### src/rtl/chnl_rx_driver_if.sv
// Channel-side bundle between the RX driver and a RIFFA user channel module,
// plus the command port used to launch transfers.
interface chnl_rx_driver_if #(
    parameter int C_PCI_DATA_WIDTH = 128
);
    logic                        CMD_VALID;
    logic                        CMD_READY;
    logic [31:0]                 CMD_LEN;
    logic [30:0]                 CMD_OFF;
    logic                        CMD_LAST;
    logic [31:0]                 CMD_SEED;
    logic                        CHNL_RX;
    logic                        CHNL_RX_ACK;
    logic                        CHNL_RX_LAST;
    logic [31:0]                 CHNL_RX_LEN;
    logic [30:0]                 CHNL_RX_OFF;
    logic [C_PCI_DATA_WIDTH-1:0] CHNL_RX_DATA;
    logic                        CHNL_RX_DATA_VALID;
    logic                        CHNL_RX_DATA_REN;
    logic                        DONE;
    logic                        TIMEOUT;

    modport master (
        input  CMD_VALID, CMD_LEN, CMD_OFF, CMD_LAST, CMD_SEED,
        input  CHNL_RX_ACK, CHNL_RX_DATA_REN,
        output CMD_READY, CHNL_RX, CHNL_RX_LAST, CHNL_RX_LEN, CHNL_RX_OFF,
        output CHNL_RX_DATA, CHNL_RX_DATA_VALID, DONE, TIMEOUT
    );

    modport slave (
        output CMD_VALID, CMD_LEN, CMD_OFF, CMD_LAST, CMD_SEED,
        output CHNL_RX_ACK, CHNL_RX_DATA_REN,
        input  CMD_READY, CHNL_RX, CHNL_RX_LAST, CHNL_RX_LEN, CHNL_RX_OFF,
        input  CHNL_RX_DATA, CHNL_RX_DATA_VALID, DONE, TIMEOUT
    );
endinterface

### src/rtl/chnl_rx_driver.sv
// Stand-in for the RIFFA endpoint on one RX channel: requests a transaction,
// waits for ACK, then streams an incrementing word pattern under REN control.
module chnl_rx_driver #(
    parameter int C_PCI_DATA_WIDTH = 128,
    parameter int C_ACK_TIMEOUT    = 1024
) (
    input  logic              CLK,
    input  logic              RST_N,
    chnl_rx_driver_if.master  bus
);
    localparam int N     = C_PCI_DATA_WIDTH / 32;
    localparam int SHIFT = (N == 4) ? 2 : ((N == 2) ? 1 : 0);

    typedef enum logic [1:0] {
        S_IDLE = 2'd0,
        S_REQ  = 2'd1,
        S_XFER = 2'd2,
        S_FIN  = 2'd3
    } state_t;

    state_t                      r_state;
    logic                        r_cmd_ready;
    logic                        r_rx;
    logic                        r_last;
    logic [31:0]                 r_len;
    logic [30:0]                 r_off;
    logic [C_PCI_DATA_WIDTH-1:0] r_data;
    logic                        r_valid;
    logic                        r_done;
    logic                        r_timeout;
    logic [31:0]                 r_beats_left;
    logic [31:0]                 r_base;
    logic [2:0]                  r_last_lanes;
    logic [31:0]                 r_tmo_cnt;

    logic [32:0]                 w_sum;
    logic [31:0]                 w_beats;
    logic [1:0]                  w_rem;
    logic [2:0]                  w_last_lanes;

    // Lanes at or beyond nvalid are forced to zero (short final beat).
    function automatic logic [C_PCI_DATA_WIDTH-1:0] make_beat(
        input logic [31:0] base,
        input logic [2:0]  nvalid
    );
        logic [C_PCI_DATA_WIDTH-1:0] beat;
        beat = '0;
        for (int i = 0; i < N; i++) begin
            if (3'(i) < nvalid) begin
                beat[32*i +: 32] = base + 32'(i);
            end else begin
                beat[32*i +: 32] = 32'd0;
            end
        end
        return beat;
    endfunction

    // Beat count and final-beat lane count from the incoming command length.
    always_comb begin
        w_sum   = {1'b0, bus.CMD_LEN} + 33'(N - 1);
        w_beats = 32'(w_sum >> SHIFT);
        w_rem   = bus.CMD_LEN[1:0] & 2'(N - 1);
        if (w_rem == 2'd0) begin
            w_last_lanes = 3'(N);
        end else begin
            w_last_lanes = {1'b0, w_rem};
        end
    end

    // Main FSM; every output is a register updated alongside the state.
    always_ff @(posedge CLK or negedge RST_N) begin
        if (!RST_N) begin
            r_state      <= S_IDLE;
            r_cmd_ready  <= 1'b1;
            r_rx         <= 1'b0;
            r_last       <= 1'b0;
            r_len        <= 32'd0;
            r_off        <= 31'd0;
            r_data       <= '0;
            r_valid      <= 1'b0;
            r_done       <= 1'b0;
            r_timeout    <= 1'b0;
            r_beats_left <= 32'd0;
            r_base       <= 32'd0;
            r_last_lanes <= 3'd0;
            r_tmo_cnt    <= 32'd0;
        end else begin
            r_done    <= 1'b0;
            r_timeout <= 1'b0;
            case (r_state)
                S_IDLE: begin
                    if (bus.CMD_VALID) begin
                        r_len        <= bus.CMD_LEN;
                        r_off        <= bus.CMD_OFF;
                        r_last       <= bus.CMD_LAST;
                        r_base       <= bus.CMD_SEED;
                        r_beats_left <= w_beats;
                        r_last_lanes <= w_last_lanes;
                        r_tmo_cnt    <= 32'd0;
                        r_cmd_ready  <= 1'b0;
                        r_rx         <= 1'b1;
                        r_state      <= S_REQ;
                    end
                end
                S_REQ: begin
                    if (bus.CHNL_RX_ACK) begin
                        if (r_beats_left != 32'd0) begin
                            r_valid <= 1'b1;
                            r_data  <= make_beat(r_base, (r_beats_left == 32'd1) ? r_last_lanes : 3'(N));
                            r_base  <= r_base + 32'(N);
                            r_state <= S_XFER;
                        end else begin
                            r_rx    <= 1'b0;
                            r_done  <= 1'b1;
                            r_state <= S_FIN;
                        end
                    end else if ((C_ACK_TIMEOUT != 0) && (r_tmo_cnt == 32'(C_ACK_TIMEOUT - 1))) begin
                        r_rx        <= 1'b0;
                        r_timeout   <= 1'b1;
                        r_cmd_ready <= 1'b1;
                        r_state     <= S_IDLE;
                    end else begin
                        r_tmo_cnt <= r_tmo_cnt + 32'd1;
                    end
                end
                S_XFER: begin
                    if (r_valid && bus.CHNL_RX_DATA_REN) begin
                        if (r_beats_left == 32'd1) begin
                            r_rx    <= 1'b0;
                            r_valid <= 1'b0;
                            r_data  <= '0;
                            r_done  <= 1'b1;
                            r_state <= S_FIN;
                        end else begin
                            r_beats_left <= r_beats_left - 32'd1;
                            r_data       <= make_beat(r_base, (r_beats_left == 32'd2) ? r_last_lanes : 3'(N));
                            r_base       <= r_base + 32'(N);
                        end
                    end
                end
                S_FIN: begin
                    r_cmd_ready <= 1'b1;
                    r_state     <= S_IDLE;
                end
                default: begin
                    r_rx        <= 1'b0;
                    r_valid     <= 1'b0;
                    r_cmd_ready <= 1'b1;
                    r_state     <= S_IDLE;
                end
            endcase
        end
    end

    assign bus.CMD_READY          = r_cmd_ready;
    assign bus.CHNL_RX            = r_rx;
    assign bus.CHNL_RX_LAST       = r_last;
    assign bus.CHNL_RX_LEN        = r_len;
    assign bus.CHNL_RX_OFF        = r_off;
    assign bus.CHNL_RX_DATA       = r_data;
    assign bus.CHNL_RX_DATA_VALID = r_valid;
    assign bus.DONE               = r_done;
    assign bus.TIMEOUT            = r_timeout;
endmodule

### src/flat_wrapper.sv
// flat-port wrapper written by rule: the top's interface ports become plain ports
module chnl_rx_driver_flat 
#(
    parameter int C_PCI_DATA_WIDTH = 128,
    parameter int C_ACK_TIMEOUT    = 1024
)
  (CLK, RST_N, bus_CMD_VALID, bus_CMD_LEN, bus_CMD_OFF, bus_CMD_LAST, bus_CMD_SEED, bus_CHNL_RX_ACK, bus_CHNL_RX_DATA_REN, bus_CMD_READY, bus_CHNL_RX, bus_CHNL_RX_LAST, bus_CHNL_RX_LEN, bus_CHNL_RX_OFF, bus_CHNL_RX_DATA, bus_CHNL_RX_DATA_VALID, bus_DONE, bus_TIMEOUT);
  chnl_rx_driver_if #(.C_PCI_DATA_WIDTH(C_PCI_DATA_WIDTH)) bus_i ();
  input  logic CLK;
  input  logic RST_N;
  input wire logic [$bits(bus_i.CMD_VALID)-1:0] bus_CMD_VALID;
  input wire logic [$bits(bus_i.CMD_LEN)-1:0] bus_CMD_LEN;
  input wire logic [$bits(bus_i.CMD_OFF)-1:0] bus_CMD_OFF;
  input wire logic [$bits(bus_i.CMD_LAST)-1:0] bus_CMD_LAST;
  input wire logic [$bits(bus_i.CMD_SEED)-1:0] bus_CMD_SEED;
  input wire logic [$bits(bus_i.CHNL_RX_ACK)-1:0] bus_CHNL_RX_ACK;
  input wire logic [$bits(bus_i.CHNL_RX_DATA_REN)-1:0] bus_CHNL_RX_DATA_REN;
  output wire logic [$bits(bus_i.CMD_READY)-1:0] bus_CMD_READY;
  output wire logic [$bits(bus_i.CHNL_RX)-1:0] bus_CHNL_RX;
  output wire logic [$bits(bus_i.CHNL_RX_LAST)-1:0] bus_CHNL_RX_LAST;
  output wire logic [$bits(bus_i.CHNL_RX_LEN)-1:0] bus_CHNL_RX_LEN;
  output wire logic [$bits(bus_i.CHNL_RX_OFF)-1:0] bus_CHNL_RX_OFF;
  output wire logic [$bits(bus_i.CHNL_RX_DATA)-1:0] bus_CHNL_RX_DATA;
  output wire logic [$bits(bus_i.CHNL_RX_DATA_VALID)-1:0] bus_CHNL_RX_DATA_VALID;
  output wire logic [$bits(bus_i.DONE)-1:0] bus_DONE;
  output wire logic [$bits(bus_i.TIMEOUT)-1:0] bus_TIMEOUT;
  assign bus_i.CMD_VALID = bus_CMD_VALID;
  assign bus_i.CMD_LEN = bus_CMD_LEN;
  assign bus_i.CMD_OFF = bus_CMD_OFF;
  assign bus_i.CMD_LAST = bus_CMD_LAST;
  assign bus_i.CMD_SEED = bus_CMD_SEED;
  assign bus_i.CHNL_RX_ACK = bus_CHNL_RX_ACK;
  assign bus_i.CHNL_RX_DATA_REN = bus_CHNL_RX_DATA_REN;
  assign bus_CMD_READY = bus_i.CMD_READY;
  assign bus_CHNL_RX = bus_i.CHNL_RX;
  assign bus_CHNL_RX_LAST = bus_i.CHNL_RX_LAST;
  assign bus_CHNL_RX_LEN = bus_i.CHNL_RX_LEN;
  assign bus_CHNL_RX_OFF = bus_i.CHNL_RX_OFF;
  assign bus_CHNL_RX_DATA = bus_i.CHNL_RX_DATA;
  assign bus_CHNL_RX_DATA_VALID = bus_i.CHNL_RX_DATA_VALID;
  assign bus_DONE = bus_i.DONE;
  assign bus_TIMEOUT = bus_i.TIMEOUT;
  chnl_rx_driver #(.C_PCI_DATA_WIDTH(C_PCI_DATA_WIDTH), .C_ACK_TIMEOUT(C_ACK_TIMEOUT)) u_core (.CLK(CLK), .RST_N(RST_N), .bus(bus_i));
endmodule
### config.mk
export PLATFORM = sky130hd
export DESIGN_NAME = chnl_rx_driver_flat
export DESIGN_NICKNAME = d
export VERILOG_FILES = /design/src/rtl/chnl_rx_driver_if.sv /design/src/rtl/chnl_rx_driver.sv /design/src/flat_wrapper.sv
export SDC_FILE = /design/constraint.sdc
export NUM_CORES = 1
export LEC_CHECK = 0
export BUFFER_PORTS_ARGS = -buffer_cell sky130_fd_sc_hd__buf_4
export CAP_MARGIN = 15
export CORE_MARGIN = 4
export CORE_UTILIZATION = 41
export CTS_BUF_LIST = sky130_fd_sc_hd__clkbuf_16
export DETAILED_ROUTE_END_ITERATION = 6
export PLACE_DENSITY = 0.63
export SLEW_MARGIN = 40
export SYNTH_ARGS = -nofsm -noshare
export SYNTH_HDL_FRONTEND = slang
export SYNTH_SLANG_ARGS = --single-unit
### constraint.sdc
create_clock -name CLK -period 2.4 [get_ports CLK]
set_input_delay 0 -clock CLK [delete_from_list [all_inputs] [get_ports CLK]]
set_output_delay 0 -clock CLK [all_outputs]
set_load 0.05 [all_outputs]
==> After elaboration in Yosys (flattened, before gate mapping) <==
Cells that the tools add are included.
W data, S select, Z words.
{ "classes": {"magnitude_cmp": 8, "muxes": 59, "reduce_logical": 18, "add_sub_neg": 7, "n_eq_ne": 17} }
{ "ops": {"columns": ["operator", "n"], "rows": [
  ["$mux W32", 19],
  ["$mux W128", 4],
  ["$pmux W128 S2", 1],
  ["$pmux W32 S2", 2],
  ["$pmux W32 S3", 1],
  ["$add A32 B1 Y32 const B", 2],
  ["$add A32 B2 Y32 const B", 2],
  ["$add A32 B2 Y33 const B", 1],
  ["$add A32 B3 Y32 const B", 1],
  ["$eq A32 B1 Y1 const B", 1],
  ["$eq A32 B10 Y1 const B", 1],
  ["$eq A32 B2 Y1 const B", 1],
  ["$reduce_bool A32 Y1", 1],
  ["$sub A32 B1 Y32 const B", 1],
  ["$reduce_and A4 Y1", 5],
  ["$mux W1", 19],
  ["$lt A1 B3 Y1 const A", 4],
  ["$lt A2 B3 Y1 const A", 4],
  ["$reduce_and A6 Y1", 2],
  ["$mux W2", 5],
  ["$ne A2 B2 Y1 const B", 5],
  ["$mux W3", 3],
  ["$ne A2 B1 Y1 const B", 4],
  ["$pmux W2 S4", 1],
  ["12 further kinds", 19]
]} }
{ "word_totals": {"out_inout_bits": 197, "ff_bits": 298, "elab_cells": 123, "input_bits": 101} }

==> Logic depth before layout (Yosys ltp) <==
{ "logic_depth": {"depth_word": 7, "mapped_depth": 11} }

==> Least setup slack after synthesis <==
Ideal clock, no wire load.
{ "synth_path": {"path_type": "register to register", "from": "reg u_core.r_beats_left[16]", "to": "reg u_core.r_base[15]", "t_required_ns": 2.263, "period_less_slack_ns": 2.510, "setup_ns": 0.137, "n_path_buf": 3, "arrival_ns": 2.373, "setup_slack_ns": -0.110, "stages_incl_launch_ff": 10, "path_cell_list": "dfrtp_1 > or4_1 > buf_2 > nor4_4 > nand4_1 > and2_1 > buf_2 > buf_2 > o22ai_1 > a21oi_1"} }
{ "synth_between": {"elab_chain_cells": 3} }
{ "synth_lines": {"columns": ["item", "line_no", "text"], "rows": [
  ["start, declared", "chnl_rx_driver.sv:31", "logic [31:0] r_beats_left;"],
  ["start signal, assigned", "chnl_rx_driver.sv:97", "r_beats_left <= w_beats;"],
  ["start signal, assigned", "chnl_rx_driver.sv:135", "r_beats_left <= r_beats_left - 32'd1;"],
  ["$eq A32 B1 Y1 or $reduce_bool A32 Y1 (tied branches)", "chnl_rx_driver.sv:128, chnl_rx_driver.sv:107", null],
  ["$ne A2 B2 Y1 (no source line) or $ne A2 B1 Y1 (tied branches)", null, null],
  ["$reduce_and A6 Y1 (no source line) (*)", null, null],
  ["end signal, assigned", "chnl_rx_driver.sv:96", "r_base <= bus.CMD_SEED;"],
  ["end signal, assigned", "chnl_rx_driver.sv:110", "r_base <= r_base + 32'(N);"],
  ["end signal, assigned", "chnl_rx_driver.sv:137", "r_base <= r_base + 32'(N);"],
  ["end, declared", "chnl_rx_driver.sv:32", "logic [31:0] r_base;"]
]} }
Mark *: on every way between the ends. The rest lies on a longest branch, timed or not.
A chain may end at the register's enable or synchronous reset.

==> Worst setup path after layout <==
{ "layout_path": {"from": "reg u_core.r_beats_left[19]", "to": "reg u_core.r_base[24]"} }
The elaborated chain is that of the path after synthesis.

==> results.sh <==
export IMPL_outcome="complete, but fails checks"
export IMPL_failed_checks="setup timing"
export IMPL_regToRegEndpoint="u_core.r_base[24]"
export IMPL_clk_latency_ns=0.53
export IMPL_synth_edf_count=0
export IMPL_pre_cts_slack_ns=-0.132
export IMPL_cts_buffers=35
export IMPL_period_needed_ns=2.44
export IMPL_yosys_area_share_xor_xnor=0.0763
export IMPL_relSlewSlack=0.529
export IMPL_power_static_leakage_uw=0.00968
export IMPL_cts_buffer_depth=3
export IMPL_synth_top_family_by_area="simple AND/OR/NAND/NOR gates"
export IMPL_root_buffer="clkbuf_16"
export IMPL_vias=14700
export IMPL_setup_violations=23
export IMPL_crit_path_end_kind="flip-flop"
export IMPL_grtUsageTotal=0.244
export IMPL_place_detailed_hpwl_um=37400
export IMPL_r2r_cells=10
export IMPL_min_period_over_period=1.02
export IMPL_viasPerCell=5.61
export IMPL_r2r_slack_ns=-0.04
export IMPL_r2r_start="u_core.r_beats_left[19]"
export IMPL_grt_first_pass_wirelength_um=81400
export IMPL_start_util=0.419
export IMPL_cp_data_required_time_ns=2.85
export IMPL_dpl_cell_area_mm2=0.0193
export IMPL_power_density_mw_per_mm2=1670
export IMPL_worstMarginPinSlew_ns=0.706
export IMPL_clock_sinks=298
export IMPL_hold_violations=0
export IMPL_synthSimpleGateAreaFrac=0.191
export IMPL_synth_area_mm2=0.0155
export IMPL_tns_ns=-0.419
export IMPL_boundaryPins=298
export IMPL_vdd_drop_max_uv=1090
export IMPL_cp_arrival_ns=2.89
export IMPL_critical_path_class="flip-flop to flip-flop"
export IMPL_synth_most_common_cell="dfrtp_1"
export IMPL_fin_nets=2219
export IMPL_die_y_um=202
export IMPL_async_flop_share=1.00
export IMPL_total_power_uw=37200
export IMPL_avgSynthCellArea_um2=9.65
export IMPL_stdcell_area_mm2=0.0223
export IMPL_route_detailed_drc=0
export IMPL_synth_top_cell_area_share=0.480
export IMPL_ys_warn_count=0
export IMPL_die_w_um=202
export IMPL_maxCapViolCount=0
export IMPL_grt_max_degree=80
export IMPL_ys_ff_latch=298
export IMPL_wl_per_cell_um=20.3
export IMPL_rows=70
export IMPL_cts_htree_levels=2
export IMPL_antennaDiodeCount=0
export IMPL_routed_wl_um=53300
export IMPL_cts_tree="yes"
export IMPL_layout_drive_gt1_share=0.323
export IMPL_drt_initial_drc_count=966
export IMPL_antenna_found_initial=0
export IMPL_clkTransAtPathRegs_ns=0.06
export IMPL_synthesis_nets=1721
export IMPL_synthMuxAreaShare=0.0523
export IMPL_synthCells=1605
export IMPL_startpoint_type="flip-flop"
export IMPL_synth_compound_area_frac=0.150
export IMPL_die_area_mm2=0.0410
export IMPL_synthTopCellsByArea="dfrtp_1, nand2_1, mux2_2, xor2_1, xnor2_1"
export IMPL_synth_top_area_cell="dfrtp_1"
export IMPL_area_growth_pct=43.8
export IMPL_antenna_left=0
export IMPL_netlist_top_cells_count="dfrtp_1, nand2_1, o21ai_0, nor2_1, clkbuf_1"
export IMPL_rsz0062_at_grt="true"
export IMPL_synth_fa_ha_area_frac=0.0121
export IMPL_fin_skew_ns=0.0222
export IMPL_core_region_area_mm2=0.0370
export IMPL_layout_setup_ws_ns=-0.0418
export IMPL_grt_pass1_vias=14400
export IMPL_slew_violations=0
export IMPL_port_buffers=297
export IMPL_first_pass_iters=5
export IMPL_hp_class="input pin to asynchronous set/reset pin"
export IMPL_seq_area_frac_synth=0.481
export IMPL_synth_ff_type="dfrtp_1"
export IMPL_grt_ovfl_total=0
export IMPL_place_gp_congestion=0.952
export IMPL_yosysUniqueCellTypes=67
export IMPL_clock_fmax_mhz=410
export IMPL_crit_fanout=5
area by class of cell:
| class | instances | area, um2 |
|---|---|---|
| tap | 504 | 631 |
| clock buffer | 35 | 876 |
| clock inverter | 23 | 183 |
| timing repair buffer | 578 | 5060 |
| inverter | 16 | 60.1 |
| fill | 3110 | 14700 |
| sequential | 298 | 7460 |
| multi-input combinational | 1174 | 8010 |
kinds of logic (layout without fill, tap and decap cells):
kind of cell / Yosys count / after routing
flip-flops: 298 / 298
multiplexers: 73 / 73
adder cells (fa/ha/maj): 15 / 15
XOR/XNOR: 135 / 135
AND/OR/NAND/NOR: 600 / 601
AO/OA/AOI/OAI: 350 / 350
buffers and inverters: 134 / 652
placed cells by master (no fill, tap or decap), types with 41 or more instances in the layout:
cell type | Yosys | routed
dlygate4sd3_1 | 0 | 102
xor2_1 | 74 | 74
nor2_1 | 92 | 88
clkbuf_16 | 0 | 41
buf_4 | 5 | 430
mux2_2 | 64 | 62
nand2_1 | 223 | 219
nand4_1 | 53 | 53
xnor2_1 | 61 | 61
o31ai_1 | 70 | 66
dfrtp_1 | 297 | 296
o21ai_0 | 95 | 78
nand3_1 | 61 | 61
registers in the layout, indices dropped and copies added, names as in the netlist, 3 cells and up, named ones only:
signal	cells
u_core.r_beats_left	32
u_core.bus.CHNL_RX_LEN	32
u_core.r_last_lanes	3
u_core.r_tmo_cnt	32
u_core.bus.CHNL_RX_OFF	31
u_core.bus.CHNL_RX_DATA	128
u_core.r_base	32
worst max-delay path by stage:
stage,from,end,slack (ns),cells after the start
6_report,u_core.r_beats_left[19],u_core.r_base[24],-0.04,10
3_3_place_gp,u_core.r_beats_left[19],u_core.r_beats_left[9],-0.04,7
5_1_grt,u_core.r_beats_left[19],u_core.r_base[26],-0.14,10
3_5_place_dp,u_core.r_beats_left[19],u_core.bus.CHNL_RX,-0.13,6
4_1_cts,u_core.r_beats_left[19],u_core.bus.CHNL_RX,-0.03,6
2_1_floorplan,u_core.r_beats_left[17],u_core.r_beats_left[13],0.008,8
per-layer routing:
metal | vias to the layer above | part of all wire | routed length, um | track usage
li1 | 6800 | - | - | -
met1 | 7226 | 0.42 | 22600 | 0.338
met2 | 585 | 0.47 | 25000 | 0.389
met3 | 136 | 0.068 | 3640 | 0.0395
met4 | 0 | 0.039 | 2090 | 0.0914
met5 | - | 0 | 0 | 0
metrics by stage:
stage,hold WS [ns],utilization,instances
after floorplan,-0.296,-,1605
after global placement,0.0459,0.523,2448
after detailed placement,0.0469,0.523,2448
after CTS,0.0914,0.581,2610
after global routing,0.129,0.603,2628
final,0.0817,0.603,2628
where the power goes:
part | switching [uW] | internal (uW)
Combinational | 14300 | 8800
Clock | 2100 | 2960
Sequential | 1730 | 7390
Total | 18100 | 19100
critical path: stages (launching register included):
cell and delay (ns):
dfrtp_1 0.38, or4_4 0.58, nor4_4 0.21, buf_4 0.19, nand4_1 0.10, buf_6 0.16, nand3b_1 0.23, buf_6 0.17
clkbuf_16 0.16, o22ai_2 0.06, a21oi_1 0.12
what timing repair did:
| item | CTS | global route |
|---|---|---|
| hold buffers | 102 | 0 |
| gates cloned | 0 | 8 |
| buffers inserted | 2 | 10 |
| gates resized for setup | 9 | 131 |
| hold endpoints to repair | 295 | 0 |
| pin swaps | 0 | 32 |
| setup endpoints to repair | 178 | 187 |
No activity file was read; power rests on OpenSTA's default activity.
